===== config.mk =====
export PLATFORM = sky130hd
export DESIGN_NAME = hazard_ctrl
export DESIGN_NICKNAME = d
export VERILOG_FILES = /design/src/rtl/pipe_pkg.sv /design/src/rtl/fwd_sel.sv /design/src/rtl/hazard_ctrl.sv
export SDC_FILE = /design/constraint.sdc
export NUM_CORES = 1
export LEC_CHECK = 0
export BUFFER_PORTS_ARGS = -buffer_cell sky130_fd_sc_hd__buf_4
export CAP_MARGIN = 20
export CORE_AREA = 5 5 42 44
export DETAILED_ROUTE_END_ITERATION = 8
export DIE_AREA = 0 0 47 49
export GPL_TIMING_DRIVEN = 0
export HOLD_SLACK_MARGIN = 0.06
export PLACE_DENSITY = 0.76
export SLEW_MARGIN = 30
export SYNTH_ARGS = -nofsm -noshare
export SYNTH_HDL_FRONTEND = slang
export SYNTH_SLANG_ARGS = --single-unit
export TNS_END_PERCENT = 100

===== constraint.sdc =====
create_clock -name clock -period 1.85 [get_ports clock]
set_input_delay 0.0925 -clock clock [delete_from_list [all_inputs] [get_ports clock]]
set_output_delay 0.0925 -clock clock [all_outputs]
set_load 0.02 [all_outputs]

===== src/rtl/pipe_pkg.sv =====
// Shared types and constants for the pipeline hazard controller: FSM state,
// forward-select codes and register-index width.
package pipe_pkg;

    localparam int REG_W = 5;

    typedef enum logic [0:0] {
        RUN      = 1'b0,
        MEM_WAIT = 1'b1
    } state_t;

    localparam logic [1:0] FWD_RF    = 2'b00;
    localparam logic [1:0] FWD_EXMEM = 2'b01;
    localparam logic [1:0] FWD_MEMWB = 2'b10;

    function automatic logic [15:0] sat_inc16(input logic [15:0] v);
        return (v == 16'hFFFF) ? v : v + 16'd1;
    endfunction

endpackage


===== src/rtl/fwd_sel.sv =====
// Forward-source select for one EX operand. Purely combinational; the caller
// registers the result alongside the ID/EX pipeline register.
module fwd_sel
    import pipe_pkg::*;
(
    input  logic [REG_W-1:0] src_i,
    input  logic             use_src_i,
    input  logic [REG_W-1:0] rw_ex_i,
    input  logic             wreg_ex_i,
    input  logic             m2reg_ex_i,
    input  logic [REG_W-1:0] rw_mem_i,
    input  logic             wreg_mem_i,
    output logic [1:0]       sel_o
);

    logic hit_ex;
    logic hit_mem;

    // r0 is hard-wired zero, so a write to it is never a forwarding source.
    assign hit_ex  = wreg_ex_i  && (rw_ex_i  != '0) && (src_i == rw_ex_i) && !m2reg_ex_i;
    assign hit_mem = wreg_mem_i && (rw_mem_i != '0) && (src_i == rw_mem_i);

    always_comb begin
        sel_o = FWD_RF;
        if (use_src_i) begin
            if (hit_ex) begin
                sel_o = FWD_EXMEM;
            end else if (hit_mem) begin
                sel_o = FWD_MEMWB;
            end
        end
    end

endmodule


===== src/rtl/hazard_ctrl.sv =====
// Pipeline hazard controller: memory-wait freeze, load-use bubble, taken-branch
// flush and registered EX forward selects. Define HAZARD_STATS_EN for counters.
module hazard_ctrl
    import pipe_pkg::*;
(
    input  logic             clock,
    input  logic             reset_0,
    input  logic [REG_W-1:0] rs_id,
    input  logic [REG_W-1:0] rt_id,
    input  logic             use_rs_id,
    input  logic             use_rt_id,
    input  logic             branch_taken_id,
    input  logic [REG_W-1:0] rw_ex,
    input  logic             wreg_ex,
    input  logic             m2reg_ex,
    input  logic [REG_W-1:0] rw_mem,
    input  logic             wreg_mem,
    input  logic             mem_busy,
    output logic             stall_pc,
    output logic             stall_ifid,
    output logic             flush_ifid,
    output logic             bubble_idex,
    output logic             freeze,
    output logic [1:0]       fwd_a_ex,
    output logic [1:0]       fwd_b_ex
`ifdef HAZARD_STATS_EN
    ,
    output logic [15:0]      stall_cnt,
    output logic [15:0]      flush_cnt
`endif
);

    state_t     state_q, state_d;
    logic [1:0] fwd_a_q, fwd_a_d;
    logic [1:0] fwd_b_q, fwd_b_d;
    logic [1:0] sel_a, sel_b;
    logic       lu;
    logic       rs_hit, rt_hit;

    assign rs_hit = use_rs_id && (rs_id == rw_ex);
    assign rt_hit = use_rt_id && (rt_id == rw_ex);
    assign lu     = wreg_ex && m2reg_ex && (rw_ex != '0) && (rs_hit || rt_hit);

    fwd_sel u_fwd_a (
        .src_i      (rs_id),
        .use_src_i  (use_rs_id),
        .rw_ex_i    (rw_ex),
        .wreg_ex_i  (wreg_ex),
        .m2reg_ex_i (m2reg_ex),
        .rw_mem_i   (rw_mem),
        .wreg_mem_i (wreg_mem),
        .sel_o      (sel_a)
    );

    fwd_sel u_fwd_b (
        .src_i      (rt_id),
        .use_src_i  (use_rt_id),
        .rw_ex_i    (rw_ex),
        .wreg_ex_i  (wreg_ex),
        .m2reg_ex_i (m2reg_ex),
        .rw_mem_i   (rw_mem),
        .wreg_mem_i (wreg_mem),
        .sel_o      (sel_b)
    );

    always_ff @(posedge clock or negedge reset_0) begin
        if (!reset_0) begin
            state_q <= RUN;
        end else begin
            state_q <= state_d;
        end
    end

    always_comb begin
        state_d = state_q;
        case (state_q)
            RUN:      if (mem_busy)  state_d = MEM_WAIT;
            MEM_WAIT: if (!mem_busy) state_d = RUN;
            default:  state_d = RUN;
        endcase
    end

    // Freeze follows mem_busy directly in both states so the very first wait
    // cycle is already frozen; the state only records that a wait is ongoing.
    always_comb begin
        stall_pc    = 1'b0;
        stall_ifid  = 1'b0;
        flush_ifid  = 1'b0;
        bubble_idex = 1'b0;
        freeze      = 1'b0;
        if (reset_0) begin
            if (mem_busy) begin
                stall_pc   = 1'b1;
                stall_ifid = 1'b1;
                freeze     = 1'b1;
            end else if (lu) begin
                stall_pc    = 1'b1;
                stall_ifid  = 1'b1;
                bubble_idex = 1'b1;
            end else if (branch_taken_id) begin
                flush_ifid = 1'b1;
            end
        end
    end

    always_comb begin
        fwd_a_d = fwd_a_q;
        fwd_b_d = fwd_b_q;
        if (!mem_busy) begin
            fwd_a_d = lu ? FWD_RF : sel_a;
            fwd_b_d = lu ? FWD_RF : sel_b;
        end
    end

    always_ff @(posedge clock or negedge reset_0) begin
        if (!reset_0) begin
            fwd_a_q <= FWD_RF;
            fwd_b_q <= FWD_RF;
        end else begin
            fwd_a_q <= fwd_a_d;
            fwd_b_q <= fwd_b_d;
        end
    end

    assign fwd_a_ex = fwd_a_q;
    assign fwd_b_ex = fwd_b_q;

`ifdef HAZARD_STATS_EN
    logic [15:0] stall_cnt_q;
    logic [15:0] flush_cnt_q;

    always_ff @(posedge clock or negedge reset_0) begin
        if (!reset_0) begin
            stall_cnt_q <= '0;
            flush_cnt_q <= '0;
        end else begin
            if (stall_pc)   stall_cnt_q <= sat_inc16(stall_cnt_q);
            if (flush_ifid) flush_cnt_q <= sat_inc16(flush_cnt_q);
        end
    end

    assign stall_cnt = stall_cnt_q;
    assign flush_cnt = flush_cnt_q;
`endif

endmodule


After elaboration in Yosys (flattened, before gate mapping). Cells that the tools add are included.

Bits in registers: 4. Bits of input ports: 29. Output and inout port bits: 9. Word-level logic and storage cells: 42.

Eq/ne operators: 4. Multiplexer cells: 19. Reductions and logical operators: 17.

Operators with widths (number): equality test 5 bit (4); 2-to-1 mux 2 bit (8); logical AND 1 bit (13); 2-to-1 mux 1 bit (11); nonzero test 5 bit (2); logical NOT 1 bit (1); logical OR 1 bit (1).

Logic depth before layout (Yosys ltp). Gate-level depths: netlist of the first run.

Word-level depth: 7. Depth in mapped cells: 6. Depth with buffers taken out: 5.

Cells and area by module. Synthesis of the first run repeated with hierarchy kept, for this count alone.

Cells, all modules: 81. Area, all modules: 688.2 µm².

Modules (own cells, without submodules): hazard_ctrl (instances 1, cells each 37, area an instance 360.3 µm², sequential area each 100.1 µm²); fwd_sel (instances 2, cells each 22, area an instance 163.9 µm², sequential area each 0.0 µm²).

Worst setup path after synthesis of the first run. No wires, ideal clock.

Path type: input port to output port. Start point: input port rw_ex[1]. End point: output port stall_pc. Data arrival time: 1207 ps. Data required time: 1757 ps. Slack: 550 ps. Stages on the path: 6. Buffers on the path: 1. Cell sequence: xnor2_1 -> nand3_2 -> nor3_2 -> o2111a_2 -> o21a_1 -> buf_4.

Cells in the longest elaborated chain, start to end: 7.

RTL lines: start, declared (RTL line hazard_ctrl.sv:13) `input logic [REG_W-1:0] rw_ex,`; equality test 5 bit (on tied branches) (RTL line hazard_ctrl.sv:40, hazard_ctrl.sv:41); logical AND 1 bit (on tied branches) (RTL line hazard_ctrl.sv:40, hazard_ctrl.sv:41); logical OR 1 bit (RTL line hazard_ctrl.sv:42) `assign lu = wreg_ex && m2reg_ex && (rw_ex != '0) && (rs_hit || rt_hit);`; logical AND 1 bit (*) (RTL line hazard_ctrl.sv:42); 2-to-1 mux 1 bit (*) (3 in series); end, declared (RTL line hazard_ctrl.sv:19) `output logic stall_pc,`.

Every way passes the cells marked *; elsewhere a longest branch is shown, timed or not.

Worst setup path in the final report of the first run.
Start point: input port mem_busy. End point: output port stall_pc.

Cells in the longest elaborated chain, start to end: 2.

RTL lines: start, declared (RTL line hazard_ctrl.sv:18) `input logic mem_busy,`; 2-to-1 mux 1 bit (RTL line hazard_ctrl.sv:92) `if (mem_busy) begin`; 2-to-1 mux 1 bit (RTL line hazard_ctrl.sv:91) `if (reset_0) begin`.

Every way passes these cells.

==> metrics.txt, run 1 <==
slowest stage delay, CP 0.53 ns; core footprint 1400 sq um; Worst-path clk slew 0.04 ns; Root Buffer clkbuf_4; post-synthesis mux area share 0; DR iter-0 viols 3; worst slew pin tran 0.343 ns; CP cell instances dlygate4sd3_1, buf_4, clkbuf_1, o21a_1, buf_4, buf_4; HP Class input port to flop; crit-path leading delay family buffers and inverters; first-pass GRT wire length 2450 microns; number of port buffers 37; max-cap check violation count 0; die area 2300 sq um; DRT antenna net count 0; num rows 14; RSZ-0062 raised after global routing no; most frequent CP cell buf_4; Crit Path Class input port to output pin; Worst Path Required 1.76 ns; Final Skew 0 ns; die width 47 microns; grt ovf 0; M1 wire length 557 microns; YS warnings 0; CTS buffer count 3; simple-gate area share of the yosys netlist 0.266; final hold vios 0; initial antenna violation count 0; Syn Area/Cell 8.38 sq um; largest net degree at the start of global routing 11; period utilisation layout 0.842; RD Place Congestion 0.791; Initial Util 0.359; post-synthesis xor/xnor area fraction 0.348; HPWL after DPL 1350 microns; Max rail drop VDD 0.207 mV; number of global-route vias before repair 606; Distinct cells, synth 26; post-layout min period 1.56 ns; Synth Register Bits 4; CP bufs+invs 5; routed vias 572; compound-cell area share of the yosys netlist 0.149; syn nets 89; Inserted Diodes 0; Area Overhead vs Synth 67.7%; post-synth top area share 0.261; setup TNS 0 ns; wire per inst 12.6 microns; Sink Count 4; Yosys top cell by area xnor2_1; clk buf depth 2; max_slew headroom 0.771; Highest Signal Layer met4; met2 routed WL 741 microns; placed inst area 801 sq um; DRC viols 0; Tot GR Track Use 0.147; Final nets 133; register area share after synthesis 0.199; CTS tree built; PD cells 415 nW/um^2; fraction of layout cells with a size suffix above 1 0.441; io pins 38; Die Y 49 microns; Crit Path Max Fanout 10; final core occ 0.602; CP Launch Type input port; post-synthesis adder-cell area fraction 0; Cell Area, Synth 503 sq um; Worst path slowest cell dlygate4sd3_1; Max Freq 642 MHz; final instance area 843 sq um; post-synthesis cell count 60; Setup crit end kind output pin; top cells by area, synth xnor2_1, dfrtp_1, xor2_1; Initial DRT Pass Iterations 2; Leak 0.375 nW; setup bufs post-CTS 0; clock insertion delay at the later pin of the skew report 0.23 ns; Post-Route WL 1480 microns; Slew Limit Fails 0; H-Tree Depth 1; Setup-failing EPs final 0; routed length on met3 171 microns; outcome finished, final reports clean; Layout fillers 133; largest family of logic cells by synthesized area XOR/XNOR gates; worst endpoint data arrival time 1.46 ns; drt via density 4.85
cells by family (layout without fill, tap and decap cells):
group           Yosys count  count (layout)
flops                     4               4
buf+inv                   4              46
compound gates            9               9
xor+xnor                 20              20
simple gates             23              23
flip-flops by register name, indices dropped and copies added (netlist names):
name	flops
fwd_a_ex	2
fwd_b_ex	2
worst paths after layout:
kind,from,endpoint,slack (ns),cells after the start
worst min-delay path,use_rt_id,fwd_b_ex[1],0.14,3
worst min register to register,fwd_a_ex[0],fwd_a_ex[0],0.48,2
max in group asynchronous,reset_0,fwd_b_ex[1],1.53,2
worst max-delay path,mem_busy,stall_pc,0.29,6
worst max register to register,fwd_a_ex[1],fwd_a_ex[1],1.21,2
min in group asynchronous,reset_0,fwd_a_ex[0],0.20,2
through the flow:
stage	cells	hold slack, ns	setup WS (ns)	total power [W]
CTS	118	0.140	0.280	0.000355
global placement	113	-0.0989	0.396	0.000237
detailed placement	113	-0.0971	0.386	0.000240
floorplan	60	-0.203	0.550	0.000158
finish	118	0.141	0.293	0.000350
global route	118	0.179	0.171	0.000374
metal layers:
| layer | vias to the layer above | GRT usage |
|---|---|---|
| li1 | 298 | - |
| met1 | 238 | 0.172 |
| met2 | 34 | 0.235 |
| met5 | - | 0 |
| met3 | 2 | 0.0332 |
| met4 | 0 | 0.0829 |
worst min-delay path, cell delays in order:
cell and delay, ns:
buf_4 0.11, o2111ai_1 0.06, o41ai_1 0.06
layout by cell type (no fill, tap or decap), types with 2 or more instances in the layout:
cell type       n
buf_4          38
clkbuf_4        3
dfrtp_1         4
dlygate4sd3_1   2
nand2_1         8
nor2_1          2
nor3_1          3
o31ai_1         2
o41ai_1         3
xnor2_1        15
xor2_1          5
cell type report:
type / count / area [sq um] / area share
multi-input cells: 52 / 384 / 0.455
clock buffers: 3 / 22.5 / 0.0267
plain buffers: 2 / 11.3 / 0.0134
repair buffers: 39 / 298 / 0.353
inverters: 2 / 7.51 / 0.00890
well taps: 16 / 20.0 / 0.0237
flip-flops and latches: 4 / 100 / 0.119
cell usage after synthesis:
master and number:
o2111ai_1 1, nand4_2 1, nand2b_1 1, nand3b_1 1
and2_1 1, clkbuf_1 1, nor2_1 2, nand3_2 1
nor3_1 3, o21ai_0 1, inv_1 1, o21a_1 1
dfrtp_1 4, xor2_1 5, nor4_1 1, clkinv_1 1
nor3_2 1, or4_1 1, nand4_1 1, o41ai_1 3
nand2_1 8, o31ai_1 2, and3b_1 1, xnor2_1 15
o2111a_2 1, buf_4 1
where the power goes:
part           internal [W]  switching (W)
clock network     0.0000726      0.0000361
logic             0.0000843      0.0000677
registers         0.0000887    0.000000378
total              0.000246       0.000104
repair_timing:
item,in CTS,in global routing
resized for setup,0,0
hold buffers,2,0
hold endpoints to repair,6,0
No activity file was read; power rests on OpenSTA's default activity.
==> inputs of run 2 (changes only) <==
--- a/config.mk
+++ b/config.mk
@@ -7,12 +7,12 @@
 export LEC_CHECK = 0
 export BUFFER_PORTS_ARGS = -buffer_cell sky130_fd_sc_hd__buf_4
 export CAP_MARGIN = 20
-export CORE_AREA = 5 5 42 44
+export CORE_MARGIN = 5
+export CORE_UTILIZATION = 34
 export DETAILED_ROUTE_END_ITERATION = 8
-export DIE_AREA = 0 0 47 49
 export GPL_TIMING_DRIVEN = 0
 export HOLD_SLACK_MARGIN = 0.06
-export PLACE_DENSITY = 0.76
+export PLACE_DENSITY = 0.73
 export SLEW_MARGIN = 30
 export SYNTH_ARGS = -nofsm -noshare
 export SYNTH_HDL_FRONTEND = slang
==> constraint.sdc (replaced) <==
create_clock -name clock -period 1.38 [get_ports clock]
set_input_delay 0.069 -clock clock [delete_from_list [all_inputs] [get_ports clock]]
set_output_delay 0.069 -clock clock [all_outputs]
set_load 0.02 [all_outputs]
==> run 2 against run 1 <==
- first-iteration DRC count unchanged
- sequential cell count unchanged
- critical path type unchanged
- sequential power grew 34%
==> metrics.txt, run 2 (same netlist as run 1, synthesis figures left out) <==
outcome finished, final reports clean; DRC viols 0; wire per inst 13.5 microns; R2R Setup Slk 0.75 ns; Worst Path Required 1.31 ns; CP Launch Type input port; die width 48.5 microns; fin worst setup slack 0.0702 ns; Slew Limit Fails 0; CTS tree built; clock insertion delay at the later pin of the skew report 0.24 ns; CTS buffer count 3; max_slew headroom 0.750; number of global-route vias before repair 592; number of port buffers 37; CP Depth 7; largest net degree at the start of global routing 11; HPWL after DPL 1300 microns; Crit Path Class input port to output pin; DR iter-0 viols 3; pre-CTS setup slack -0.0400 ns; Die Y 48.5 microns; Max Freq 763 MHz; RSZ-0062 raised after global routing no; commonest non-fill, non-tap cell in the layout buf_4; WHS 0.115 ns; Tot GR Track Use 0.130; Layout fillers 114; Max rail drop VDD 0.266 mV; HP Class input port to flop; CP bufs+invs 2; RD Place Congestion 0.812; r2r worst-path depth 2; Post-Route WL 1580 microns; period utilisation layout 0.949; final instance area 905 sq um; Area Overhead vs Synth 79.9%; Inserted Diodes 0; num rows 13; DRT antenna net count 0; worst endpoint data arrival time 1.24 ns; drt via density 5.03; clk buf depth 2; Initial DRT Pass Iterations 2; final hold vios 0; worst slew pin tran 0.374 ns; Setup crit end kind output pin; first-pass GRT wire length 2500 microns; most frequent CP cell buf_4; Sink Count 4; Worst Setup SP rs_id[4]; PD cells 548 nW/um^2; placed inst area 800 sq um; CP cell instances buf_4, xnor2_2, nand3_2, nor3_4, o2111a_2, o21a_1, buf_4; post-layout min period 1.31 ns; Worst-path clk slew 0.04 ns; RR Endpoint fwd_a_ex[0]; routed vias 588; Final Skew 0 ns; Leak 0.418 nW; Initial Util 0.373; Root Buffer clkbuf_4; Final nets 133; Setup crit end stall_ifid; max-cap check violation count 0; Worst path slowest cell o2111a_2; H-Tree Depth 1; initial antenna violation count 0; Design Power 0.000496 W; core footprint 1350 sq um; io pins 38; Crit Path Max Fanout 4; Setup-failing EPs final 0; die area 2350 sq um; slowest stage delay, CP 0.27 ns; fraction of layout cells with a size suffix above 1 0.500; reg2reg start fwd_a_ex[0]; grt ovf 0; crit-path leading delay family compound AO/OA/AOI/OAI gates; most frequent cells in the layout buf_4, xnor2_1, nand2_1, xnor2_2, xor2_1
run 2: timing repair:
action	in CTS	in global routing
pin swaps	1	6
resized for setup	0	10
endpoints found under the setup margin	1	1
buffers inserted	1	0
endpoints found under the hold margin	6	0
hold buffers	2	0
run 2: how the worst min path moves through the flow:
stage	from	end	slack (ns)	depth (start not counted)
floorplan	reset_0	fwd_a_ex[0]	-0.23	0
global placement	reset_0	fwd_b_ex[1]	-0.12	1
detailed placement	reset_0	fwd_a_ex[1]	-0.12	1
CTS	use_rt_id	fwd_b_ex[1]	0.12	3
global route	use_rt_id	fwd_b_ex[1]	0.13	3
finish	use_rt_id	fwd_b_ex[1]	0.11	3
run 2: cell type report:
type | instances | area, sq um | share of cell area
inverter | 2 | 7.51 | 0.00830
multi-input combinational | 52 | 435 | 0.481
timing repair buffer | 40 | 317 | 0.350
clock buffer | 3 | 22.5 | 0.0249
sequential | 4 | 100 | 0.111
tap | 15 | 18.8 | 0.0207
buffer | 1 | 3.75 | 0.00415
run 2: through the flow:
stage | std cells | TNS, ns | util
detailed placement | 112 | -0.0400 | 0.592
global route | 117 | 0 | 0.670
CTS | 118 | 0 | 0.629
finish | 117 | 0 | 0.670
global placement | 112 | -0.0224 | 0.592
floorplan | 60 | 0 | -
run 2: where the power goes:
| group | internal (W) | leakage (nW) | switching (W) |
|---|---|---|---|
| registers | 0.000119 | 0.0558 | 0.000000463 |
| clock network | 0.0000976 | 0.0138 | 0.0000532 |
| logic | 0.000126 | 0.348 | 0.0000999 |
run 2: routing by layer:
layer / share of wire / vias up / global-route usage
met5: 0 / - / 0
met4: 0.017 / 0 / 0.0538
met3: 0.11 / 5 / 0.0581
met2: 0.48 / 35 / 0.213
met1: 0.39 / 249 / 0.145
li1: - / 299 / -
run 2: worst reg2reg max path, cell delays in order (launching register included):
cell	delay (ns)
dfrtp_1	0.37
nand2_1	0.07
o31ai_1	0.06
